File: src/rtl/wb_stage.sv
// ============================================================================
// wb_stage : MIPS write-back stage (source select, load extension, hold copy,
//            retired-instruction counter). Optional macro: WB_LOAD_EXT_EN.
// Revision : 1.0
// ============================================================================
`default_nettype none

module wb_stage #(
  parameter int IO_BUS_SIZE   = 32,
  parameter int SRC_CHANNELS  = 3,
  parameter int SEL_SIZE      = $clog2(SRC_CHANNELS),
  parameter int REG_ADDR_SIZE = 5,
  parameter int COUNT_SIZE    = 32
) (
  input  logic                                 i_clk,
  input  logic                                 i_reset,
  input  logic                                 i_enable,
  input  logic                                 i_flush,
  input  logic                                 i_valid,
  input  logic                                 i_reg_write,
  input  logic [REG_ADDR_SIZE-1:0]             i_reg_dst,
  input  logic [SEL_SIZE-1:0]                  i_wb_src,
  input  logic [SRC_CHANNELS*IO_BUS_SIZE-1:0]  i_src_data,
  input  logic [1:0]                           i_mem_width,
  input  logic                                 i_mem_unsigned,
  input  logic [1:0]                           i_mem_addr_lsb,
  output logic [IO_BUS_SIZE-1:0]               o_wb_data,
  output logic [REG_ADDR_SIZE-1:0]             o_wb_reg,
  output logic                                 o_wb_write,
  output logic                                 o_valid,
  output logic [IO_BUS_SIZE-1:0]               o_hold_data,
  output logic [REG_ADDR_SIZE-1:0]             o_hold_reg,
  output logic                                 o_hold_write,
  output logic [COUNT_SIZE-1:0]                o_retire_count
);

  localparam logic [COUNT_SIZE-1:0] c_COUNT_ONE = {{(COUNT_SIZE-1){1'b0}}, 1'b1};

  logic [IO_BUS_SIZE-1:0]   mem_data;
  logic [IO_BUS_SIZE-1:0]   wb_data_d;
  logic                     wb_write_d;

  logic [IO_BUS_SIZE-1:0]   wb_data_q;
  logic [REG_ADDR_SIZE-1:0] wb_reg_q;
  logic                     wb_write_q;
  logic                     valid_q;
  logic [IO_BUS_SIZE-1:0]   hold_data_q;
  logic [REG_ADDR_SIZE-1:0] hold_reg_q;
  logic                     hold_write_q;
  logic [COUNT_SIZE-1:0]    count_q;

  generate
    if (SRC_CHANNELS > 1) begin : g_mem
`ifdef WB_LOAD_EXT_EN
      logic [IO_BUS_SIZE-1:0] raw;
      logic [7:0]             lane_b;
      logic [15:0]            lane_h;

      assign raw = i_src_data[IO_BUS_SIZE +: IO_BUS_SIZE];

      always_comb begin
        case (i_mem_addr_lsb)
          2'd0:    lane_b = raw[7:0];
          2'd1:    lane_b = raw[15:8];
          2'd2:    lane_b = raw[23:16];
          default: lane_b = raw[31:24];
        endcase
        lane_h = i_mem_addr_lsb[1] ? raw[31:16] : raw[15:0];
        if (i_mem_width == 2'b00) begin
          mem_data = {{(IO_BUS_SIZE-8){~i_mem_unsigned & lane_b[7]}}, lane_b};
        end else if (i_mem_width == 2'b01) begin
          mem_data = {{(IO_BUS_SIZE-16){~i_mem_unsigned & lane_h[15]}}, lane_h};
        end else begin
          mem_data = raw;
        end
      end
`else
      logic unused_ext;
      assign unused_ext = ^{i_mem_width, i_mem_unsigned, i_mem_addr_lsb};
      assign mem_data   = i_src_data[IO_BUS_SIZE +: IO_BUS_SIZE];
`endif
    end else begin : g_no_mem
      logic unused_ext;
      assign unused_ext = ^{i_mem_width, i_mem_unsigned, i_mem_addr_lsb};
      assign mem_data   = '0;
    end
  endgenerate

  // Selectors beyond the last channel fall through to zero.
  always_comb begin
    wb_data_d = '0;
    for (int k = 0; k < SRC_CHANNELS; k++) begin
      if (int'(i_wb_src) == k) begin
        wb_data_d = (k == 1) ? mem_data : i_src_data[k*IO_BUS_SIZE +: IO_BUS_SIZE];
      end
    end
  end

  assign wb_write_d = i_reg_write & i_valid & (i_reg_dst != '0);

  always_ff @(posedge i_clk) begin
    if (!i_reset) begin
      wb_data_q    <= '0;
      wb_reg_q     <= '0;
      wb_write_q   <= 1'b0;
      valid_q      <= 1'b0;
      hold_data_q  <= '0;
      hold_reg_q   <= '0;
      hold_write_q <= 1'b0;
      count_q      <= '0;
    end else if (i_flush) begin
      hold_data_q  <= wb_data_q;
      hold_reg_q   <= wb_reg_q;
      hold_write_q <= wb_write_q;
      wb_data_q    <= '0;
      wb_reg_q     <= '0;
      wb_write_q   <= 1'b0;
      valid_q      <= 1'b0;
    end else if (i_enable) begin
      hold_data_q  <= wb_data_q;
      hold_reg_q   <= wb_reg_q;
      hold_write_q <= wb_write_q;
      wb_data_q    <= wb_data_d;
      wb_reg_q     <= i_reg_dst;
      wb_write_q   <= wb_write_d;
      valid_q      <= i_valid;
      if (i_valid) begin
        count_q <= count_q + c_COUNT_ONE;
      end
    end
  end

  assign o_wb_data      = wb_data_q;
  assign o_wb_reg       = wb_reg_q;
  assign o_wb_write     = wb_write_q;
  assign o_valid        = valid_q;
  assign o_hold_data    = hold_data_q;
  assign o_hold_reg     = hold_reg_q;
  assign o_hold_write   = hold_write_q;
  assign o_retire_count = count_q;

endmodule

`default_nettype wire
File: config.mk
export PLATFORM = sky130hd
export DESIGN_NAME = wb_stage
export DESIGN_NICKNAME = d
export VERILOG_FILES = /design/src/rtl/wb_stage.sv
export SDC_FILE = /design/constraint.sdc
export NUM_CORES = 1
export LEC_CHECK = 0
export CAP_MARGIN = 30
export CELL_PAD_IN_SITES_DETAIL_PLACEMENT = 2
export CELL_PAD_IN_SITES_GLOBAL_PLACEMENT = 2
export CORE_ASPECT_RATIO = 0.8
export CORE_MARGIN = 2
export CORE_UTILIZATION = 22
export CTS_CLUSTER_SIZE = 20
export DETAILED_ROUTE_END_ITERATION = 7
export GPL_ROUTABILITY_DRIVEN = 0
export PLACE_DENSITY_LB_ADDON = 0.1
export RECOVER_POWER = 50
export SYNTH_ARGS = -nofsm -noshare
export SYNTH_HDL_FRONTEND = slang
export SYNTH_SLANG_ARGS = --single-unit
File: constraint.sdc
create_clock -name i_clk -period 2.2 [get_ports i_clk]
set_input_delay 0.44 -clock i_clk [delete_from_list [all_inputs] [get_ports i_clk]]
set_output_delay 0.44 -clock i_clk [all_outputs]
set_load 0.01 [all_outputs]
Word-level counts from Yosys, hierarchy flattened
Cells that the tools add are included.
W data, S select, Z words.
{ "word_totals": {"out_inout_bits": 109, "register_bits": 109, "inputBits": 114} }
{ "op_classes": {"bitwise": 4, "n_eq_ne": 2, "n_addsub": 1, "n_reduce_logical": 5, "n_mux": 9} }
{ "ops": {"columns": ["operator", "n"], "rows": [
  ["$mux W32", 5],
  ["$add A32 B1 Y32 const B", 1],
  ["$mux W5", 2],
  ["$reduce_bool A5 Y1", 1],
  ["$eq A2 B2 Y1 const B", 2],
  ["$reduce_and A3 Y1", 1],
  ["$and A1 B1 Y1", 2],
  ["$logic_not A2 Y1", 1],
  ["$mux W1", 2],
  ["$not A1 Y1", 2],
  ["$reduce_bool A2 Y1", 1],
  ["$reduce_or A2 Y1", 1]
]} }

Depth between registers and ports, before layout
Gate-level depths: netlist (run 1).
{ "logic_depth": {"depth_word": 4, "ltp_mapped": 7} }

Worst setup path before layout (run 1)
Ideal clock, no wire load.
{ "synth_path": {"path_kind": "register -> register", "startpoint": "register count_q[0] (netlist: o_retire_count[0])", "endpoint": "register count_q[22] (netlist: o_retire_count[22])", "stages_incl_launch_ff": 7, "arrival_ps": 2008, "t_required_ps": 2130, "setup_slack_ps": 122, "cell_sequence": "dfxtp_1 -> ha_1 -> nand4b_4 -> or4_1 -> clkbuf_1 -> or4_1 -> a21oi_1"} }
{ "synth_via": {"elab_chain_cells": 1} }
{ "synth_lines": {"columns": ["element", "line_no", "rtl"], "rows": [
  ["start: declaration", "50", "logic [COUNT_SIZE-1:0] count_q;"],
  ["start signal: assignment", "128", "count_q <= count_q + c_COUNT_ONE;"],
  ["$add A32 B1 Y32", "128", null]
]} }
No other way between the ends.
A chain may end at the register's enable or synchronous reset.

Final worst setup path (run 1)
{ "layout_path": {"startpoint": "input port i_flush", "endpoint": "register count_q[22] (netlist: o_retire_count[22])"} }
{ "layout_via": {"elab_chain_cells": 2} }
{ "layout_lines": {"columns": ["element", "line_no", "rtl"], "rows": [
  ["start: declaration", "18", "input logic i_flush,"],
  ["$not A1 Y1 (no line)", null, null],
  ["$reduce_and A3 Y1 (no line)", null, null]
]} }
No other way between the ends.

==> reports/qor.yml, run 1 <==
timing:
  finalWorstPathRequiredPeriod_ns: 2.102
  setup_tns_ns: 0
  report.final.hold_viol_count: 0
  tightest_slew_ns: 1.306
  grt_setup_unrepaired: "false"
  whs_ns: 0.4522
  finalCritPeriodShare: 0.9557
  fmax_mhz: 475.6
  worst_slew_margin_relative_to_its_limit: 0.1296
  timing_max_transition_violations_final: 0
  setup_violations: 0
  finalClockSkew_ns: 0.009323
final_layout:
  leading_cell_type_in_the_layout_fill_and_taps_excluded: "clkdlybuf4s50_1"
  finish.instance_area_um2: 7724
  n_fill_cell: 2439
  num-nets-final: 926
  area_growth_syn_to_layout_pct: 60.63
  finalNonFillerCells: 1091
  final_layout_size_suffix_gt1_frac: 0.06740
  antennaDiodeCount: 0
  utilization: 0.3592
  top_library_cells_by_usage_in_the_layout_fill_and_taps_aside: "192 x clkdlybuf4s50_1, 109 x dfxtp_1, 95 x nand2_1"
  area.sequential_um2: 2182
  multi_input_area_um2: 2444
drt:
  first_pass_iters: 4
  drtIter0Drc: 219
  overall_via_count_from_detail_route: 5185
  antenna_left: 0
  post-route-drc-count: 0
  postRouteWirelength_mm: 19.60
  drt-vias-per-instance: 4.753
  post_drt_wl_per_cell_um: 17.97
global_route:
  first_global_vias: 5689
  grt_max_degree: 65
  met3_usage: 0.06055
  grt_overflow: 0
  track_usage: 0.1701
  met1_use_gr: 0.1982
  grt_util_met2: 0.3014
  first_pass_grt_wire_length_mm: 30.77
  global_route.peak_usage_layer: "met2"
  antenna_found_initial: 0
worst_setup_path:
  r2r-end: "o_retire_count[22]$_SDFFE_PN0P_"
  required_time_of_the_critical_path_ns: 2.49
  worstSetupPathType: "in -> reg"
  rr_startpoint: "o_retire_count[0]$_SDFFE_PN0P_"
  worst_setup_path_start_kind: "input pin"
  endpoint_kind: "register"
  rrSetupSlack_ns: 0.17
  worst-path-max-fanout: 16
  max_stage_delay_ns: 0.52
  crit_chain: "clkdlybuf4s50_1 > nand4b_4 > or4_4 > buf_6 > or4_1 > a21oi_1"
  timing.reg2reg.worst_path_depth: 6
  timing.critical_path.arrival_ns: 2.39
  critical_path.slowest_cell: "or4_4"
placed_design:
  detailed_place_hpwl_mm: 15.18
  placed_instances: 1075
  cell_area_placed_um2: 7496
  numPortBuffers: 217
floorplan:
  die_area_um2: 23060
  design.portCount: 223
  dieWidth_um: 169.3
  initial_utilization: 0.2236
  die_h_um: 136.2
  fp-row-count: 48
  core_area_um2: 21500
synthesis:
  ys_dominant_reg_cell: "dfxtp_1"
  synth-async-reset-ratio: 0
  syn-mean-instance-area_um2: 8.095
  number_of_flops_mapped_to_enable_cells_by_yosys: 0
  synthesis.yosys.warnings: 0
  synth-seq-cells: 109
  postSynthCellCount: 594
  mappedNetlistArea_um2: 4808
  synthesized_net_count: 709
  synth.yosys.seq_area_share: 0.4538
  synth_cell_types: 32
clocking:
  sinks_on_clock_net: 109
  insertion_delay_ns: 0.36
  clock_tree_from_tritoncts: "yes"
  worst_setup_hold_path_clk_slew_ns: 0.08
  postCtsHoldBufs: 0
  ctsRootBufferMaster: "clkbuf_16"
  post-cts-setup-buffer-count: 0
  cts_inserted_buffers: 9
  htreeDepth: 3
  cts_max_path_buffers: 2
power:
  power.static_leakage_nw: 2.777
  worst_vdd_drop_uv: 336.0
  powerDensity_nw_per_um2: 553.2
worst_hold_path:
  min_delay_path_depth: 2
  timing.hold.worst.class: "reg -> reg"
  end_point_of_the_worst_hold_path: "o_hold_data[0]$_SDFFE_PN0P_"
  hp-start: "o_hold_data[0]$_SDFFE_PN0P_"
run:
  maxCapViolations: 0
run_status:
  run_status: "finished, final reports clean"
## synthesized netlist by cell type, types with 6 or more instances
cell	count	area, µm²
a211oi_1	32	240.2
a21oi_1	89	445.4
clkbuf_1	40	150.1
dfxtp_1	109	2182
mux2i_1	43	430.4
nand2_1	95	356.6
nand2b_1	7	43.79
nand3_1	10	50.05
nand4_1	8	50.05
nor2_1	81	304.0
nor4_1	6	37.54
o21ai_0	8	40.04
o31ai_1	9	67.56
or3_1	8	50.05
or4_1	10	75.07
xnor2_1	7	61.31
## cells by family (layout without fill, tap and decap cells)
group | Yosys count | after routing | synth area share
flops | 109 | 109 | 0.4538
compound gates | 138 | 138 | 0.1650
simple gates | 244 | 244 | 0.2319
xor+xnor | 9 | 9 | 0.01639
buf+inv | 50 | 272 | 0.04085
fa+ha+maj | 1 | 1 | 0.002602
mux | 43 | 43 | 0.08951
## metal layers
metal / vias up / share of wire
met5: - / 0
met4: 0 / 0.0095
met3: 13 / 0.071
met2: 127 / 0.49
met1: 2544 / 0.43
li1: 2501 / -
## power by group
group / switching (mW) / internal (mW) / total, mW
clock network: 0.785 / 0.780 / 1.57
logic: 0.295 / 0.359 / 0.654
registers: 0.0348 / 2.02 / 2.05
## worst max path at each step
stage	from	end	slack (ns)	cells past startpoint
6_report	i_flush	o_retire_count[22]$_SDFFE_PN0P_	0.1	6
3_3_place_gp	i_valid	o_retire_count[22]$_SDFFE_PN0P_	-0.39	6
4_1_cts	i_flush	o_retire_count[22]$_SDFFE_PN0P_	0.05	6
3_5_place_dp	i_valid	o_retire_count[22]$_SDFFE_PN0P_	-0.45	6
2_1_floorplan	o_retire_count[0]$_SDFFE_PN0P_	o_retire_count[22]$_SDFFE_PN0P_	0.12	6
5_1_grt	i_enable	o_wb_data[27]$_SDFFE_PP0P_	0.01	5
## area by class of cell
type,instances,share of cell area
Clock buffer,10,0.02965
Inverter,4,0.001944
Timing Repair Buffer,252,0.3190
Clock inverter,6,0.005994
Sequential cell,109,0.2825
Tap cell,275,0.04455
Multi-Input combinational cell,435,0.3164
## critical path, delay by kind of cell
kind                   cells  cell delay, ns
AND/OR/NAND/NOR            3            1.19
buffers and inverters      2            0.61
AO/OA/AOI/OAI              1            0.16
## what timing repair did
item,CTS,global route
gates resized for setup,1,2
endpoints found under the setup margin,7,1
endpoints found under the hold margin,0,0
## through the flow
stage / total power, mW / setup WS, ns
4_1_cts: 4.372 / 0.05233
3_5_place_dp: 2.784 / -0.4528
2_1_floorplan: 2.351 / 0.1217
3_3_place_gp: 2.765 / -0.3866
6_report: 4.273 / 0.09753
5_1_grt: 4.491 / 0.01492
No activity file was read; power rests on OpenSTA's default activity.
==> run 2, diff against run 1 <==
--- a/config.mk
+++ b/config.mk
@@ -10,7 +10,7 @@
 export CELL_PAD_IN_SITES_GLOBAL_PLACEMENT = 2
 export CORE_ASPECT_RATIO = 0.8
 export CORE_MARGIN = 2
-export CORE_UTILIZATION = 22
+export CORE_UTILIZATION = 24
 export CTS_CLUSTER_SIZE = 20
 export DETAILED_ROUTE_END_ITERATION = 7
 export GPL_ROUTABILITY_DRIVEN = 0
==> constraint.sdc (replaced) <==
create_clock -name i_clk -period 2.6 [get_ports i_clk]
set_input_delay 0.52 -clock i_clk [delete_from_list [all_inputs] [get_ports i_clk]]
set_output_delay 0.52 -clock i_clk [all_outputs]
set_load 0.01 [all_outputs]
==> reports/qor.yml, run 2 (synthesized netlist as in run 1, its figures left out) <==
clocking:
  post-cts-setup-buffer-count: 0
  ctsResizeCount: 0
  htreeDepth: 3
  insertion_delay_ns: 0.35
  postCtsHoldBufs: 0
  worst_setup_hold_path_clk_slew_ns: 0.07
  sinks_on_clock_net: 109
  clock_tree_from_tritoncts: "yes"
  cts_max_path_buffers: 2
  ctsRootBufferMaster: "clkbuf_16"
  cts_inserted_buffers: 9
drt:
  met3RoutedLength_mm: 1.270
  drt-met1-wl_mm: 7.967
  met2_wirelength_mm: 9.311
  first_pass_iters: 4
  post_drt_wl_per_cell_um: 17.64
  drt-vias-per-instance: 4.816
  top_signal_layer_used: "met4"
  postRouteWirelength_mm: 18.77
  overall_via_count_from_detail_route: 5124
  post-route-drc-count: 0
  antenna_left: 0
  drtIter0Drc: 190
timing:
  setup_violations: 0
  report.final.hold_viol_count: 0
  fin_ws_ns: 0.1479
  tightest_slew_ns: 0.9609
  finalWorstPathRequiredPeriod_ns: 2.452
  finalClockSkew_ns: 0.008932
  fmax_mhz: 407.8
  grt_setup_unrepaired: "false"
  worst_slew_margin_relative_to_its_limit: 0.3594
  timing_max_transition_violations_final: 0
  finalCritPeriodShare: 0.9431
power:
  worst_vdd_drop_uv: 287.5
  power.static_leakage_nw: 2.826
  powerDensity_nw_per_um2: 476.6
placed_design:
  cell_area_placed_um2: 7340
  numPortBuffers: 217
  pre_cts_ws_ns: -0.1433
  detailed_place_hpwl_mm: 14.41
final_layout:
  final_layout_size_suffix_gt1_frac: 0.05250
  n_fill_cell: 2183
  antennaDiodeCount: 0
  leading_cell_type_in_the_layout_fill_and_taps_excluded: "clkdlybuf4s50_1"
  top_library_cells_by_usage_in_the_layout_fill_and_taps_aside: "154 x clkdlybuf4s50_1, 109 x dfxtp_1, 95 x nand2_1"
  num-nets-final: 913
  area_growth_syn_to_layout_pct: 58.44
  utilization: 0.3859
  finish.instance_area_um2: 7619
global_route:
  antenna_found_initial: 0
  track_usage: 0.1762
  grt_max_degree: 40
  first_global_vias: 5510
  first_pass_grt_wire_length_mm: 29.24
  grt_overflow: 0
worst_setup_path:
  worstSetupPathType: "in -> reg"
  timing.reg2reg.worst_path_depth: 6
  endpoint_kind: "register"
  worst_setup_path_start_kind: "input pin"
  required_time_of_the_critical_path_ns: 2.88
  worst-path-max-fanout: 12
  timing.critical_path.arrival_ns: 2.73
floorplan:
  die_area_um2: 21190
  fp-row-count: 46
  dieWidth_um: 162.3
  initial_utilization: 0.2436
  die_h_um: 130.6
  design.portCount: 223
  core_area_um2: 19740
worst_hold_path:
  timing.hold.worst.class: "reg -> reg"
  min_delay_path_depth: 2
run:
  maxCapViolations: 0
run_status:
  run_status: "finished, final reports clean"
-- run 2: changes by cell type in the layout (fill, tap and decap cells not counted), moves of 3 or more --
cell	before	now
buf_4	21	14
clkbuf_1	6	3
clkdlybuf4s50_1	192	154
dlygate4sd3_1	22	61
-- run 2: layer usage --
metal	up-vias	track usage
met3	13	0.06345
met5	-	0
met2	126	0.3171
met4	0	0.04060
li1	2473	-
met1	2512	0.2017
-- run 2: where the power goes --
group,switching [mW],leakage [nW],internal (mW)
Clock,0.623,0.125,0.732
Combinational,0.244,1.82,0.294
Sequential,0.0292,0.884,1.71
-- run 2: final timing paths --
path	end	slack (ns)	from
max	o_retire_count[30]$_SDFFE_PN0P_	0.15	i_flush
min	o_hold_data[29]$_SDFFE_PN0P_	0.45	o_hold_data[29]$_SDFFE_PN0P_
max reg2reg	o_retire_count[30]$_SDFFE_PN0P_	0.34	o_retire_count[1]$_SDFFE_PN0P_
min reg2reg	o_hold_data[29]$_SDFFE_PN0P_	0.45	o_hold_data[29]$_SDFFE_PN0P_
-- run 2: cell type report --
cell class                 instances  area (µm²)  area share
sequential                       109        2182      0.2864
clock buffer                       9       225.2     0.02956
timing repair buffer             239        2371      0.3112
multi-input combinational        435        2442      0.3206
inverter                           4       15.01    0.001971
clock inverter                     4       52.55    0.006898
tap                              264       330.3     0.04336
-- run 2: worst max-delay path, cell delays in order --
cell,delay (ns)
dlygate4sd3_1,0.60
nand4b_4,0.20
or4_1,0.60
buf_4,0.21
or4_1,0.43
a21oi_1,0.17
-- run 2: through the flow --
step	hold WS [ns]	power, mW	setup TNS (ns)	instances
detailed placement	0.4486	2.337	-0.5595	1050
CTS	0.4583	3.712	0	1063
floorplan	0.4761	1.989	0	594
finish	0.4507	3.631	0	1064
global route	0.4736	3.801	0	1064
global placement	0.4384	2.319	-0.1241	1050
